<file path="src/rtl/int_ctrl.sv">
// Interrupt controller: prioritised NMI, timer and external channels.
// One-deep NMI preemption of a running handler.
module int_ctrl #(
  parameter int               N_IRQ     = 8,
  parameter int               TMR_W     = 32,
  parameter logic [N_IRQ-1:0] EDGE_MASK = '0
) (
  input  logic             clk_i,
  input  logic             rst,
  input  logic [N_IRQ-1:0] irq_i,
  input  logic [N_IRQ-1:0] en_i,
  input  logic             gie_i,
  input  logic             nmi_i,
  input  logic             en_tmr_i,
  input  logic [TMR_W-1:0] tmr_limit_i,
  input  logic             tmr_clr_i,
  input  logic             ack_i,
  input  logic             mret_i,
  output logic             req_o,
  output logic [4:0]       cause_o,
  output logic             nmi_o,
  output logic             busy_o,
  output logic [N_IRQ-1:0] pending_o,
  output logic [TMR_W-1:0] tmr_cnt_o
);

  localparam logic [1:0] ST_IDLE    = 2'd0;
  localparam logic [1:0] ST_REQ     = 2'd1;
  localparam logic [1:0] ST_SERVICE = 2'd2;

  localparam logic [4:0] CAUSE_NMI = 5'd31;
  localparam logic [4:0] CAUSE_TMR = 5'd7;

  logic [1:0]       state;
  logic [N_IRQ-1:0] irq_prev;
  logic [N_IRQ-1:0] pend;
  logic             nmi_prev;
  logic             nmi_pend;
  logic             tmr_pend;
  logic [TMR_W-1:0] cnt;
  logic [4:0]       cause_q;
  logic             nmi_q;
  logic             nmi_active;
  logic [4:0]       saved_cause;
  logic             saved_valid;

  logic             ack_fire;
  logic             tmr_wrap;
  logic [N_IRQ-1:0] ext_q;
  logic             win_valid;
  logic [4:0]       win_cause;
  logic             win_nmi;

  assign ack_fire = (state == ST_REQ) && ack_i;
  assign tmr_wrap = !tmr_clr_i && (tmr_limit_i != '0) && en_tmr_i && (cnt == tmr_limit_i);
  assign ext_q    = pend & en_i & {N_IRQ{gie_i}};

  // Level channels mirror the line; edge channels latch a rise until acked.
  always_ff @(posedge clk_i or negedge rst) begin
    if (!rst) begin
      irq_prev <= '0;
      pend     <= '0;
    end else begin
      irq_prev <= irq_i;
      for (int k = 0; k < N_IRQ; k++) begin
        if (EDGE_MASK[k]) begin
          if (irq_i[k] && !irq_prev[k])
            pend[k] <= 1'b1;
          else if (ack_fire && (cause_q == 5'(16 + k)))
            pend[k] <= 1'b0;
        end else begin
          pend[k] <= irq_i[k];
        end
      end
    end
  end

  always_ff @(posedge clk_i or negedge rst) begin
    if (!rst) begin
      nmi_prev <= 1'b0;
      nmi_pend <= 1'b0;
    end else begin
      nmi_prev <= nmi_i;
      if (nmi_i && !nmi_prev)
        nmi_pend <= 1'b1;
      else if (ack_fire && (cause_q == CAUSE_NMI))
        nmi_pend <= 1'b0;
    end
  end

  always_ff @(posedge clk_i or negedge rst) begin
    if (!rst) begin
      cnt      <= '0;
      tmr_pend <= 1'b0;
    end else begin
      if (tmr_clr_i)
        cnt <= '0;
      else if (tmr_limit_i == '0)
        cnt <= '0;
      else if (tmr_wrap)
        cnt <= '0;
      else if (en_tmr_i)
        cnt <= cnt + TMR_W'(1);

      if (tmr_wrap)
        tmr_pend <= 1'b1;
      else if (ack_fire && (cause_q == CAUSE_TMR))
        tmr_pend <= 1'b0;
    end
  end

  // Descending scan so the lowest-index qualified channel wins.
  always_comb begin
    win_valid = 1'b0;
    win_cause = '0;
    win_nmi   = 1'b0;
    if (nmi_pend) begin
      win_valid = 1'b1;
      win_cause = CAUSE_NMI;
      win_nmi   = 1'b1;
    end else if (tmr_pend && en_tmr_i && gie_i) begin
      win_valid = 1'b1;
      win_cause = CAUSE_TMR;
    end else begin
      for (int k = N_IRQ - 1; k >= 0; k--) begin
        if (ext_q[k]) begin
          win_valid = 1'b1;
          win_cause = 5'(16 + k);
        end
      end
    end
  end

  // A returning handler's mret beats a same-cycle NMI so we never preempt a finished handler.
  always_ff @(posedge clk_i or negedge rst) begin
    if (!rst) begin
      state       <= ST_IDLE;
      cause_q     <= '0;
      nmi_q       <= 1'b0;
      nmi_active  <= 1'b0;
      saved_cause <= '0;
      saved_valid <= 1'b0;
    end else begin
      case (state)
        ST_IDLE: begin
          if (win_valid) begin
            state   <= ST_REQ;
            cause_q <= win_cause;
            nmi_q   <= win_nmi;
          end
        end
        ST_REQ: begin
          if (ack_i) begin
            state <= ST_SERVICE;
            if (nmi_q)
              nmi_active <= 1'b1;
          end
        end
        ST_SERVICE: begin
          if (mret_i) begin
            if (nmi_active && saved_valid) begin
              nmi_active  <= 1'b0;
              saved_valid <= 1'b0;
              cause_q     <= saved_cause;
              nmi_q       <= 1'b0;
            end else begin
              nmi_active <= 1'b0;
              nmi_q      <= 1'b0;
              state      <= ST_IDLE;
            end
          end else if (nmi_pend && !nmi_active) begin
            state       <= ST_REQ;
            saved_cause <= cause_q;
            saved_valid <= 1'b1;
            cause_q     <= CAUSE_NMI;
            nmi_q       <= 1'b1;
          end
        end
        default: state <= ST_IDLE;
      endcase
    end
  end

  assign req_o     = (state == ST_REQ);
  assign busy_o    = (state == ST_SERVICE);
  assign cause_o   = cause_q;
  assign nmi_o     = nmi_q;
  assign pending_o = pend;
  assign tmr_cnt_o = cnt;

endmodule
</file>
<file path="config.mk">
export PLATFORM = sky130hd
export DESIGN_NAME = int_ctrl
export DESIGN_NICKNAME = d
export VERILOG_FILES = /design/src/rtl/int_ctrl.sv
export SDC_FILE = /design/constraint.sdc
export NUM_CORES = 1
export LEC_CHECK = 0
export BUFFER_PORTS_ARGS = -buffer_cell sky130_fd_sc_hd__buf_2
export CAP_MARGIN = 20
export CORE_UTILIZATION = 49
export CTS_CLUSTER_DIAMETER = 40
export CTS_CLUSTER_SIZE = 8
export DETAILED_ROUTE_END_ITERATION = 8
export PLACE_DENSITY = 0.89
export RECOVER_POWER = 25
export SLEW_MARGIN = 5
export SYNTH_ARGS = -nofsm -noshare
export SYNTH_HDL_FRONTEND = slang
export SYNTH_SLANG_ARGS = --single-unit
</file>
<file path="constraint.sdc">
create_clock -name clk_i -period 2.1 [get_ports clk_i]
set_clock_uncertainty 0.2 [all_clocks]
set_input_delay 0 -clock clk_i [delete_from_list [all_inputs] [get_ports clk_i]]
set_output_delay 0 -clock clk_i [all_outputs]
set_load 0.005 [all_outputs]
</file>
==> results, run 1 <==
- The total die area is 8493 sq um.
- Along the worst path, the maximum fanout reaches 5.
- Dividing the detail-routed via count by the number of cells gives 6.497.
- Each instance of the synthesized netlist takes up on average 9.393 sq um.
- The H-tree was split into 3 levels.
- The sequential fraction of the synthesis area is 36.44%.
- The max-slew headroom at the worst pin is 35.31%.
- After synthesis the cells add up to 3983 sq um.
- The CTS tree is yes.
- Entering global routing, the biggest net connects 42 pins.
- The library cells used most frequently in the layout, excluding fill and tap cells, are sky130_fd_sc_hd__buf_2, sky130_fd_sc_hd__dfrtp_1, sky130_fd_sc_hd__buf_4.
- After detailed routing, the total wire length is 13,880 um.
- The number of nets at the end of the flow is 642.
- The total clock buffers created by CTS is 9.
- The cell sitting at the root of the clock tree is a sky130_fd_sc_hd__clkbuf_8.
- The end of the worst register-to-register path is tmr_cnt_o[30].
- In this run the cell area measured after placement is 4915 sq um.
- The number of global-route vias before repair is 4,294.
- In this run the power density over the cells is 652.7 nW/um^2.
- The number of antenna violations at the first check in global routing came to 0.
- After synthesis, the share of flip-flops with an asynchronous set or reset is 100.0%.
- At the pin with the least slew margin, the transition time is 0.9671 ns.
- The number of inserted diodes is 0.
- The worst reg2reg path startpoint is tmr_cnt_o[0].
- After layout, the minimum clock period comes to 2.257 ns.
- The critical path endpoint category is a flip-flop.
- Summing over every cut layer, the via total after detailed routing is 4,496.
- The critical path data arrival time is 2.32 ns.
- The count of buffers from port buffering is 103.
- After layout, the worst setup slack is -0.1571 ns.
- In the finished design, the share of the clock period the worst path needs comes to 107.5%.
- Routability-driven placement finished with a final weighted congestion of 0.9785.
- The count of warnings emitted by yosys is 0.
- The first global-routing pass estimated 21,250 um of wire.
- The required time at the worst-slack endpoint is 2.17 ns.
- The number of pins exceeding their max-slew limit in the final report is 0.
- At the end of the flow the core is filled with cells to 71.06%.
- The nature of the critical path startpoint is a flip-flop.
- The type of the most critical hold path is input pin to flip-flop.
- The cell count after synthesis is 424.
- The clock slew at the register clock pins of the worst setup and hold paths is 0.08 ns.
- In this run the core area contains 32 standard-cell rows.
- The number of flops mapped to enable cells by yosys is 0.
- The final reports fail on setup timing.
- The critical path starts at tmr_cnt_o[0].
- VDD sags by at most 464.1 uV.
- Following the worst setup path forward leads to its endpoint at tmr_cnt_o[30].
- The synthesized netlist contains 68 unique library cells.
- The total I/O pin count is 104.
- The critical path in this run is classified as flip-flop to flip-flop.
- The analysis attributes to cell leakage a power of 0.002454 uW.
- After floorplanning, the core was sized to cover 7807 sq um.
- The die is 92.16 um tall.
- The longest clock path from root to sink contains 2 buffers.
- After detailed routing, the average wire length per cell comes to 20.06 um.
- The run finished, with violations left.
- The number of cells on the worst reg-to-reg path is 7.
- Setup repair after global routing could not meet its margin everywhere.
- After detailed placement, the design holds a cell count of 652.
- The number of clock sinks is 58.
- The final number of setup-violating endpoints is 26.
- After global routing the overflow that remains totals 0.
- Leaving out fill and tap cells, the most frequent cell in the layout is sky130_fd_sc_hd__buf_2.
- Detailed placement finished with a half-perimeter wire length of 9250 um.
- For this run, the leading register cell type out of synthesis is sky130_fd_sc_hd__dfrtp_1.
- Timing analysis after detailed placement gives a worst setup slack of -0.06723 ns.
- The pre-antenna-repair detailed-routing pass consisted of 5 iterations.
- The count of cells in the finished layout, fillers not included, comes to 692.
- The post-synthesis sequential element count is 58.
- The upper clock frequency limit is 443.0 MHz.
- The summed area of non-filler cells in the final layout is 5548 sq um.
- The final hold violation count is 0.
- The synthesized net count is 481.
- The number of violations of the max-capacitance limit is 0.
- The area growth from synthesis to layout is 39.30%.
- The number of remaining DRC errors is 0.
- At the later pin of the worst-skew pair, clock insertion delay measures 0.35 ns.
- The total global routing track utilization is 32.05%.
- The initial standard-cell utilization of the core is 51.01%.
- Once detail routing completed, the nets flagged for antenna violations numbered 0.
- Measured along the x axis, the die boundary spans 92.16 um.
- In this run the register-to-register setup slack is -0.16 ns.
- In this run, the number of DRC markers left after iteration 0 of detailed routing was 368.
- The share of final-layout standard cells stronger than drive strength 1 is 36.44%.
==> layout make-up <==
| cell class | count | area, sq um |
|---|---|---|
| Clock buffer | 9 | 123.9 |
| Clock inverter | 7 | 102.6 |
| Fill cell | 553 | 2260 |
| Inverter | 7 | 26.28 |
| Multi-Input combinational cell | 330 | 2491 |
| Sequential cell | 58 | 1454 |
| Tap cell | 102 | 127.6 |
| Timing Repair Buffer | 179 | 1222 |
==> worst max-delay path, stage by stage, from the launching register on <==
cell	delay (ns)
sky130_fd_sc_hd__dfrtp_2	0.43
sky130_fd_sc_hd__ha_1	0.22
sky130_fd_sc_hd__and4_2	0.26
sky130_fd_sc_hd__buf_4	0.15
sky130_fd_sc_hd__nand3_1	0.15
sky130_fd_sc_hd__nor4_1	0.49
sky130_fd_sc_hd__o221ai_2	0.16
sky130_fd_sc_hd__o211ai_1	0.11
==> layer usage <==
metal | GRT usage, % | routed length (um) | vias to the layer above
li1 | - | - | 1948
met1 | 42.57 | 5446 | 2159
met4 | 16.93 | 694 | 0
met3 | 3.731 | 1136 | 71
met5 | 0 | 0 | -
met2 | 51.31 | 6601 | 318
==> registers in the layout (all words and copies together), names as in the netlist <==
signal       cells
cause_o          5
nmi_active       1
nmi_o            1
nmi_pend         1
nmi_prev         1
pending_o        8
saved_cause      5
saved_valid      1
state            2
tmr_cnt_o       32
tmr_pend         1
==> Yosys cell counts (all sizes together) (6+ instances only) <==
cell type	count	area [sq um]
o21ai	19	95.09
xor2	37	324.1
nand3	17	90.09
nor3b	7	52.55
clkbuf	10	37.54
mux2	7	78.82
o211ai	8	60.06
a21oi	11	55.05
nor3	6	41.29
nand2	30	112.6
a21boi	7	52.55
nand2b	14	87.58
dfrtp	58	1451
o221ai	24	210.2
and2	10	63.82
and4	9	80.08
nor4	20	131.4
buf	16	112.6
nand3b	15	112.6
nand4	12	87.58
inv	7	26.27
and3	8	51.30
nor2	9	36.29
a211oi	7	62.56
==> stage by stage <==
stage               hold WS [ns]  power, uW  setup TNS [ns]
global placement         -0.2129       2304         -0.2391
global route             0.02727       3782          -2.543
finish                   0.01470       3621         -0.9812
floorplan                -0.4956       1957               0
detailed placement       -0.2041       2362         -0.5999
CTS                     0.008029       3578               0
==> kinds of logic after synthesis <==
| family | Yosys count | share of synthesized area [%] |
|---|---|---|
| AO/OA/AOI/OAI | 104 | 19.26 |
| XOR/XNOR | 38 | 8.357 |
| adder cells (fa/ha/maj) | 1 | 0.3141 |
| buffers and inverters | 36 | 5.184 |
| flip-flops | 58 | 36.44 |
| multiplexers | 7 | 1.979 |
| AND/OR/NAND/NOR | 180 | 28.46 |
==> report_power, final <==
part           total [uW]  internal, uW  switching [uW]
Combinational         957           454             503
Sequential           1460          1280             174
Clock                1210           678             529
Total                3620          2420            1210
==> worst min path at each step <==
stage,start,end,slack [ns],cells after the start
global placement,rst,tmr_cnt_o[9],-0.21,1
detailed placement,rst,tmr_cnt_o[9],-0.20,1
global route,en_i[3],cause_o[0],0.03,4
floorplan,rst,cause_o[0],-0.50,0
finish,en_i[3],cause_o[0],0.01,4
CTS,en_i[3],cause_o[0],0.008,4
==> repair_timing <==
action	in CTS	in global routing
setup endpoints to repair	29	33
hold buffers	20	0
hold endpoints to repair	106	0
pin swaps	1	11
gates cloned	0	1
buffers inserted	0	3
gates resized for setup	6	32
Power figures use the tool's default switching activity.
==> inputs of run 2 (changes only) <==
Settings changed: CELL_PAD_IN_SITES_DETAIL_PLACEMENT set to 0, CELL_PAD_IN_SITES_GLOBAL_PLACEMENT set to 1, CORE_UTILIZATION 49 to 43, PLACE_DENSITY 0.89 to 0.95.
Clock period 2.1 ns to 2.8 ns, I/O delays scaled along.
==> run 2 against run 1 <==
The run ends with DRC left. Sequential power decreased by 25%. Flip-flop and latch count unchanged. Combinational power decreased by 32%. Final cell count decreased by 6.2%. First-iteration DRC count decreased by 13%. Final area decreased by 12%. Sequential share of layout area increased by 3.5 points. Critical path depth decreased by 1. Non-clock buffer count decreased by 49. Largest power group unchanged.
==> results, run 2 (synthesis results as in run 1) <==
- The DRC marker count from the first detailed-route iteration is 321 (-13%).
- The upper clock frequency limit is 409.3 MHz (-7.6%).
- The setup slack after placement is 0.3877 ns (+0.4550 ns).
- The flip-flop count of the largest register, all copies and words added is 32 (unchanged).
- The maximum cell stage delay along the critical path is 0.55 ns (+0.06 ns).
- The placement row count is 34 (+6.3%).
- The critical path data arrival time is 2.50 ns (+0.18 ns).
- The number of global-route vias before repair was 3,876 (-9.7%).
- The maximum level of the CTS H-tree is 3 (unchanged).
- The worst register-to-register path ends at tmr_cnt_o[22].
- The worst path buffer plus inverter count is 0 (-1).
- The type of the most critical hold path is input pin to flip-flop.
- The critical path start-end classification is flip-flop to flip-flop.
- The path length in cells of the critical path is 6 (-1).
- The number of vias per cell after detailed routing was 6.156 (-5.3%).
- The total I/O pin count was 104 (unchanged).
- The checks that failed: DRC.
- The mean routed wirelength per cell is 18.31 um (-8.7%).
- The number of nets at the end of the flow is 593 (-7.6%).
- The most common cell after layout, fill and taps aside is sky130_fd_sc_hd__buf_2.
- The die extent in x is 98.24 um (+6.6%).
- The pin count of the biggest net entering global routing is 63 (+50%).
- The setup total negative slack was 0 ns (+0.9812 ns).
- The largest fanout on the critical path is 12 (+7).
- The number of post-CTS setup repair buffers was 0 (unchanged).
- The die extent in y came to 98.24 um (+6.6%).
- The sequential share of power was 44.3% (+4.1 points).
- The share of final-layout standard cells stronger than drive strength 1 came to 26.99% (-9.5 points).
- The path with the worst hold slack has its endpoint at cause_o[1].
- The startpoint identified for the worst register-to-register timing path is tmr_cnt_o[0].
- The total die area is 9651 sq um (+14%).
- The clock latency on the worst-skew pair is 0.35 ns (about the same).
- The post-layout total power is 2477 uW (-32%).
- The signal on the critical path passes through ha_1, and4_2, and3_1, nand4b_1, xor2_1, a211oi_1.
- The max-slew headroom at the worst pin is 23.04% (-12 points).
- The via count of the routed design came to 3,995 (-11%).
- The worst hold path cell count came to 5 (+1).
- The power per standard cell area came to 507.3 nW/um^2 (-22%).
- The relative contribution of the clock network to total power came to 29.6% (-3.7 points).
- The root buffer selected by CTS is sky130_fd_sc_hd__clkbuf_8.
- The met2 track utilization from global routing is 41.55% (-9.8 points).
- The worst hold path begins at gie_i.
- The final wirelength was 11,880 um (-14%).
- The critical path's slowest cell is sky130_fd_sc_hd__dfrtp_1.
- The total clock buffers created by CTS is 9 (unchanged).
- The worst-case setup margin in the final layout was 0.3569 ns (+0.5140 ns).
- STA classifies the critical path endpoint as a flip-flop.
- The maximum count of clock buffers along a single path is 2 (unchanged).
- TritonCTS built the clock tree.
- The count of TritonRoute iterations in the first routing pass is 7 (+2).
- The antenna violation net count after detailed routing is 0 (unchanged).
- The required time at the worst-slack endpoint is 2.86 ns (+0.69 ns).
- The met1 global-route usage is 34.66% (-7.9 points).
- The number of inserted diodes is 0 (unchanged).
- The slew of the pin with the lowest slew margin is 1.154 ns (+0.1872 ns).
- The number of clock sinks was 58 (unchanged).
- The routability congestion estimate from global placement was 0.9090 (-7.1%).
- The final hold violation count is 0 (unchanged).
- The length in cells of the worst reg-to-reg path is 6 (-1).
- The combinational power share is 26.1% (-0.3 points).
- The clock slew at the register clock pins of the worst setup and hold paths is 0.07 ns (about the same).
- The gate family responsible for the most delay along the worst path is simple AND/OR/NAND/NOR gates.
- The final number of setup-violating endpoints was 0 (-100%).
- The area growth from synthesis to layout is 22.62%.
- The initial standard-cell utilization of the core is 45.01% (-6.0 points).
- The maximum resistive drop on vdd is 305.9 uV (-34%).
- The internal power component was 1649 uW (-32%).
- The global routing met3 resource utilization came to 6.084% (+2.4 points).
- The worst hold margin is 0.01873 ns (+0.004031 ns).
- Setup repair after global routing left no endpoint under its margin.
- The leakage power is 0.002157 uW (-12%).
- The count of buffers from port buffering is 103 (unchanged).
- The flow ran to the end, but the final reports show violations.
- The time the worst path needs with I/O delays and setup was 2.443 ns (+0.1860 ns).
- The number of antenna violations at the first check in global routing is 0 (unchanged).
- The nature of the critical path startpoint is a flip-flop.
- The detailed placer's ending HPWL is 8425 um (-8.9%).
- The setup slack of the most critical reg-to-reg path is 0.36 ns (+0.51 ns).
- The number of pins exceeding their max-slew limit in the final report is 0 (unchanged).
- The switching share of total power came to 33.45% (+0.16 points).
- The switching power is 828.6 uW (-31%).
- The total global routing track utilization is 25.51% (-6.5 points).
- The number of remaining DRC errors came to 10 (+10).
- The library cells used most frequently in the layout, excluding fill and tap cells, are sky130_fd_sc_hd__buf_2, sky130_fd_sc_hd__dfrtp_1, sky130_fd_sc_hd__xor2_1.
- The placeable core area is 8848 sq um (+13%).
- The final worst-path cycle share is 87.25% (-20 points).
- The global-route wire length before repair is 19,590 um (-7.8%).
- The total overflow reported by the global router came to 0 (unchanged).
- met2 is the most crowded layer.
- The number of violations of the max-capacitance limit is 0 (unchanged).
==> run 2: changes by cell type in the layout (fill, tap and decap cells not counted), sizes merged <==
cell,previous run,this run
bufinv,2,0
clkbuf,18,15
inv,8,7
dlygate4sd3,20,19
buf,150,108
==> run 2: tightest hold or removal path, cell delays in order <==
cell and delay, ns:
sky130_fd_sc_hd__buf_2 0.14, sky130_fd_sc_hd__nand3b_1 0.09, sky130_fd_sc_hd__a21oi_1 0.07, sky130_fd_sc_hd__o221ai_1 0.15
sky130_fd_sc_hd__nand2_1 0.07
==> run 2: stage by stage <==
| step | area (sq um) | instances | utilization [%] |
|---|---|---|---|
| 6_report | 4883 | 649 | 55.19 |
| 5_1_grt | 4883 | 649 | 55.19 |
| 4_1_cts | 4888 | 649 | 55.25 |
| 3_5_place_dp | 4517 | 614 | 51.05 |
| 3_3_place_gp | 4517 | 614 | 51.05 |
| 2_1_floorplan | 3983 | 424 | - |
==> run 2: what timing repair did <==
item | 4_1_cts | 5_1_grt
hold buffers | 19 | 0
hold endpoints to repair | 88 | 0
gates resized for setup | 0 | 0
==> run 2: layout make-up <==
| class | instances | area (sq um) |
|---|---|---|
| sequential | 58 | 1451 |
| clock inverter | 4 | 26.28 |
| timing repair buffer | 130 | 760.7 |
| fill | 845 | 3965 |
| inverter | 7 | 26.28 |
| multi-input combinational | 330 | 2328 |
| tap | 108 | 135.1 |
| clock buffer | 12 | 155.1 |
==> run 2: per-layer routing <==
layer  wire length (um)  share of wire (%)  vias to the layer above
met3                974                8.2                       12
met2               5561                 47                      177
met1               5238                 44                     1951
met5                  0                  0                        -
met4                106               0.89                        0
li1                   -                  -                     1855
==> run 2: power by group through the flow <==
stage | logic, uW | clock network, uW | registers, uW
after floorplan | 398 | 0 | 1070
after global placement | 590 | 0 | 1100
after detailed placement | 610 | 0 | 1110
after CTS | 651 | 748 | 1090
after global routing | 728 | 785 | 1120
final | 646 | 733 | 1100
==> run 2: how the worst max path moves through the flow <==
stage / start / end
6_report: tmr_cnt_o[0] / tmr_cnt_o[22]
5_1_grt: tmr_cnt_o[0] / tmr_cnt_o[22]
4_1_cts: state[0] / cause_o[0]
3_5_place_dp: tmr_cnt_o[0] / tmr_cnt_o[24]
3_3_place_gp: tmr_cnt_o[0] / tmr_cnt_o[24]
2_1_floorplan: tmr_cnt_o[13] / tmr_cnt_o[30]
==> inputs of run 3 (changes only) <==
--- a/config.mk
+++ b/config.mk
@@ -14,4 +14,6 @@
 export CTS_CLUSTER_SIZE = 8
 export DETAILED_ROUTE_END_ITERATION = 8
+export GPL_TIMING_DRIVEN = 0
+export HOLD_SLACK_MARGIN = 0.02
 export PLACE_DENSITY = 0.95
 export RECOVER_POWER = 25
==> constraint.sdc (replaced) <==
create_clock -name clk_i -period 2.8 [get_ports clk_i]
set_clock_uncertainty 0.2 [all_clocks]
set_input_delay 0.7 -clock clk_i [delete_from_list [all_inputs] [get_ports clk_i]]
set_output_delay 0.7 -clock clk_i [all_outputs]
set_load 0.005 [all_outputs]
==> run 3 against run 2 <==
Critical path depth increased by 1. Final cell count rose by 0.31%. Critical path type unchanged. Flip-flop and latch count unchanged. Largest power group unchanged. Combinational power shrank 3%. Wire length is 1.8% higher. The flow still finishes with violations (DRC).
==> results, run 3 (synthesis results as in run 1) <==
- The number of pins exceeding their max-slew limit in the final report is 0 (unchanged).
- The critical path start-end classification is flip-flop to flip-flop.
- The number of antenna violations at the first check in global routing was 0 (unchanged).
- The number of violations of the max-capacitance limit is 0 (unchanged).
- The maximum count of clock buffers along a single path was 2 (unchanged).
- The sequential share of power is 40.2% (-4.1 points).
- The initial standard-cell utilization of the core is 45.01% (unchanged).
- The placement row count is 34 (unchanged).
- The critical path data arrival time is 2.43 ns (-0.07 ns).
- The time the worst path needs with I/O delays and setup was 2.421 ns (-0.02225 ns).
- The switching power is 839.3 uW (+1.3%).
- The number of fill cells is 832 (-1.5%).
- The worst path buffer plus inverter count is 2 (+2).
- The routability congestion estimate from global placement was 0.9278 (+2.1%).
- The clock slew at the register clock pins of the worst setup and hold paths is 0.08 ns (about the same).
- The startpoint of the lowest-slack hold path is nmi_prev.
- The worst reg2reg path startpoint is tmr_cnt_o[7].
- The internal power component is 1856 uW (+13%).
- The post-layout total power is 2695 uW (+8.8%).
- The leakage power is 0.002180 uW (+1.1%).
- The largest fanout on the critical path is 10 (-2).
- The area taken by flip-flops and latches was 1451 sq um (unchanged).
- The maximum resistive drop on vdd is 248.9 uV (-19%).
- The type of the most critical hold path is flip-flop to flip-flop.
- The post-cts resize count is 0 (unchanged).
- The count of buffers from port buffering is 102 (-0.97%).
- The final core utilization is 55.30% (+0.11 points).
- The most critical setup path has its startpoint at tmr_cnt_o[7].
- The setup total negative slack is 0 ns (unchanged).
- The final worst-path cycle share is 86.46% (-0.79 points).
- The run finished, with violations left.
- The max-slew headroom at the worst pin was 6.022% (-17 points).
- The maximum cell stage delay along the critical path is 0.50 ns (-0.05 ns).
- The relative contribution of the clock network to total power is 36.5% (+6.9 points).
- The maximum level of the CTS H-tree came to 3 (unchanged).
- The switching share of total power is 31.14% (-2.3 points).
- The number of inserted diodes is 0 (unchanged).
- The antenna violation net count after detailed routing is 0 (unchanged).
- The number of clock sinks is 58 (unchanged).
- The DRC marker count from the first detailed-route iteration is 249 (-22%).
- The mean routed wirelength per cell was 18.57 um (+1.5%).
- The pin count of the biggest net entering global routing is 35 (-44%).
- TritonCTS built the clock tree.
- The final reports fail on DRC.
- The final number of setup-violating endpoints was 0 (unchanged).
- The total clock buffers created by CTS is 9 (unchanged).
- The gate family responsible for the most delay along the worst path is buffers and inverters.
- The worst hold path cell count was 1 (-4).
- The slew of the pin with the lowest slew margin came to 1.410 ns (+0.2553 ns).
- The power per standard cell area came to 550.8 nW/um^2 (+8.6%).
- The number of remaining DRC errors is 10 (unchanged).
- In the layout the commonest cells are sky130_fd_sc_hd__buf_2, sky130_fd_sc_hd__dfrtp_1, sky130_fd_sc_hd__xor2_1.
- The placeable core area is 8848 sq um (unchanged).
- The total global routing track utilization is 25.77% (+0.26 points).
- The number of post-CTS setup repair buffers is 0 (unchanged).
- The end of the worst register-to-register path is tmr_cnt_o[25].
- The combinational power share is 23.3% (-2.8 points).
- The count of TritonRoute iterations in the first routing pass is 7 (unchanged).
- The summed area of non-filler cells in the final layout is 4893 sq um (+0.20%).
- The die extent in y is 98.24 um (unchanged).
- The detailed placer's ending HPWL was 9003 um (+6.9%).
- The share of final-layout standard cells stronger than drive strength 1 is 27.81% (+0.82 points).
- The required time at the worst-slack endpoint is 2.81 ns (-0.05 ns).
- The path with the worst hold slack has its endpoint at nmi_pend.
- The total die area came to 9651 sq um (unchanged).
- The worst-case setup margin in the final layout is 0.3792 ns (+0.02225 ns).
- The total I/O pin count is 104 (unchanged).
- The final wirelength is 12,090 um (+1.8%).
- The number of vias per cell after detailed routing came to 6.261 (+1.7%).
- Setup repair after global routing left no endpoint under its margin.
- The critical path's slowest cell is sky130_fd_sc_hd__dfrtp_1.
- The length in cells of the worst reg-to-reg path is 7 (+1).
- The global-route wire length before repair is 19,610 um (+0.10%).
- The final hold violation count is 0 (unchanged).
- The worst setup path is captured at a flip-flop.
- The via count of the routed design is 4,076 (+2.0%).
- The total overflow reported by the global router came to 0 (unchanged).
- The number of global-route vias before repair is 3,820 (-1.4%).
- The area growth from synthesis to layout is 22.87%.
- The area of the multi-input gates is 2325 sq um (-0.16%).
- The upper clock frequency limit was 413.1 MHz (+0.92%).
- The clock latency on the worst-skew pair came to 0.35 ns (about the same).
- The setup slack of the most critical reg-to-reg path is 0.38 ns (+0.02 ns).
- The hold-fix buffer count after cts was 0 (-19).
- The setup slack after placement is 0.06584 ns (-0.3219 ns).
- The number of nets at the end of the flow came to 595 (+0.34%).
- The flip-flop count of the largest register, all copies and words added is 32 (unchanged).
- The die extent in x is 98.24 um (unchanged).
- The cell area reported after detailed placement came to 4648 sq um (+2.9%).
- The library cell used most frequently in the layout, excluding fill and tap cells, is sky130_fd_sc_hd__buf_2.
- STA classifies the critical path startpoint as a flip-flop.
- The signal on the critical path passes through xor2_1, nor4_1, nand4_1, buf_2, buf_1, o221ai_1, o31ai_1.
- The tree is rooted in a sky130_fd_sc_hd__clkbuf_8.
## run 3: stage by stage
stage | hold slack (ns) | std cells
after floorplan | 0.1996 | 424
after global placement | 0.2097 | 634
after detailed placement | 0.2253 | 635
after CTS | 0.1590 | 651
after global routing | 0.2322 | 651
final | 0.2057 | 651
## run 3: how the worst max path moves through the flow
stage,slack (ns),to,cells after the start
after global placement,0.11,tmr_cnt_o[30],8
after CTS,0.38,tmr_cnt_o[30],7
after global routing,0.24,tmr_cnt_o[30],7
after floorplan,0.57,tmr_cnt_o[30],7
after detailed placement,0.07,tmr_cnt_o[10],8
final,0.38,tmr_cnt_o[25],7
## run 3: final cells by class
type	instances	share of cell area (%)
Timing Repair Buffer	103	10.79
Multi-Input combinational cell	330	47.51
Inverter	7	0.5369
Sequential cell	58	29.66
Clock buffer	9	2.531
Buffer	29	3.682
Clock inverter	7	2.531
Tap cell	108	2.761
## run 3: metal layers
layer  share of wire [%]  track usage, %
met1                  42           33.65
met2                  45           41.12
met3                  10           6.299
met4                 2.5           10.22
met5                   0               0
## run 3: power by group through the flow
stage	Combinational, uW	Clock (uW)	Sequential (uW)
2_1_floorplan	398	0	1070
3_3_place_gp	616	0	1090
3_5_place_dp	626	0	1100
4_1_cts	629	1000	1080
5_1_grt	704	1040	1100
6_report	627	984	1080
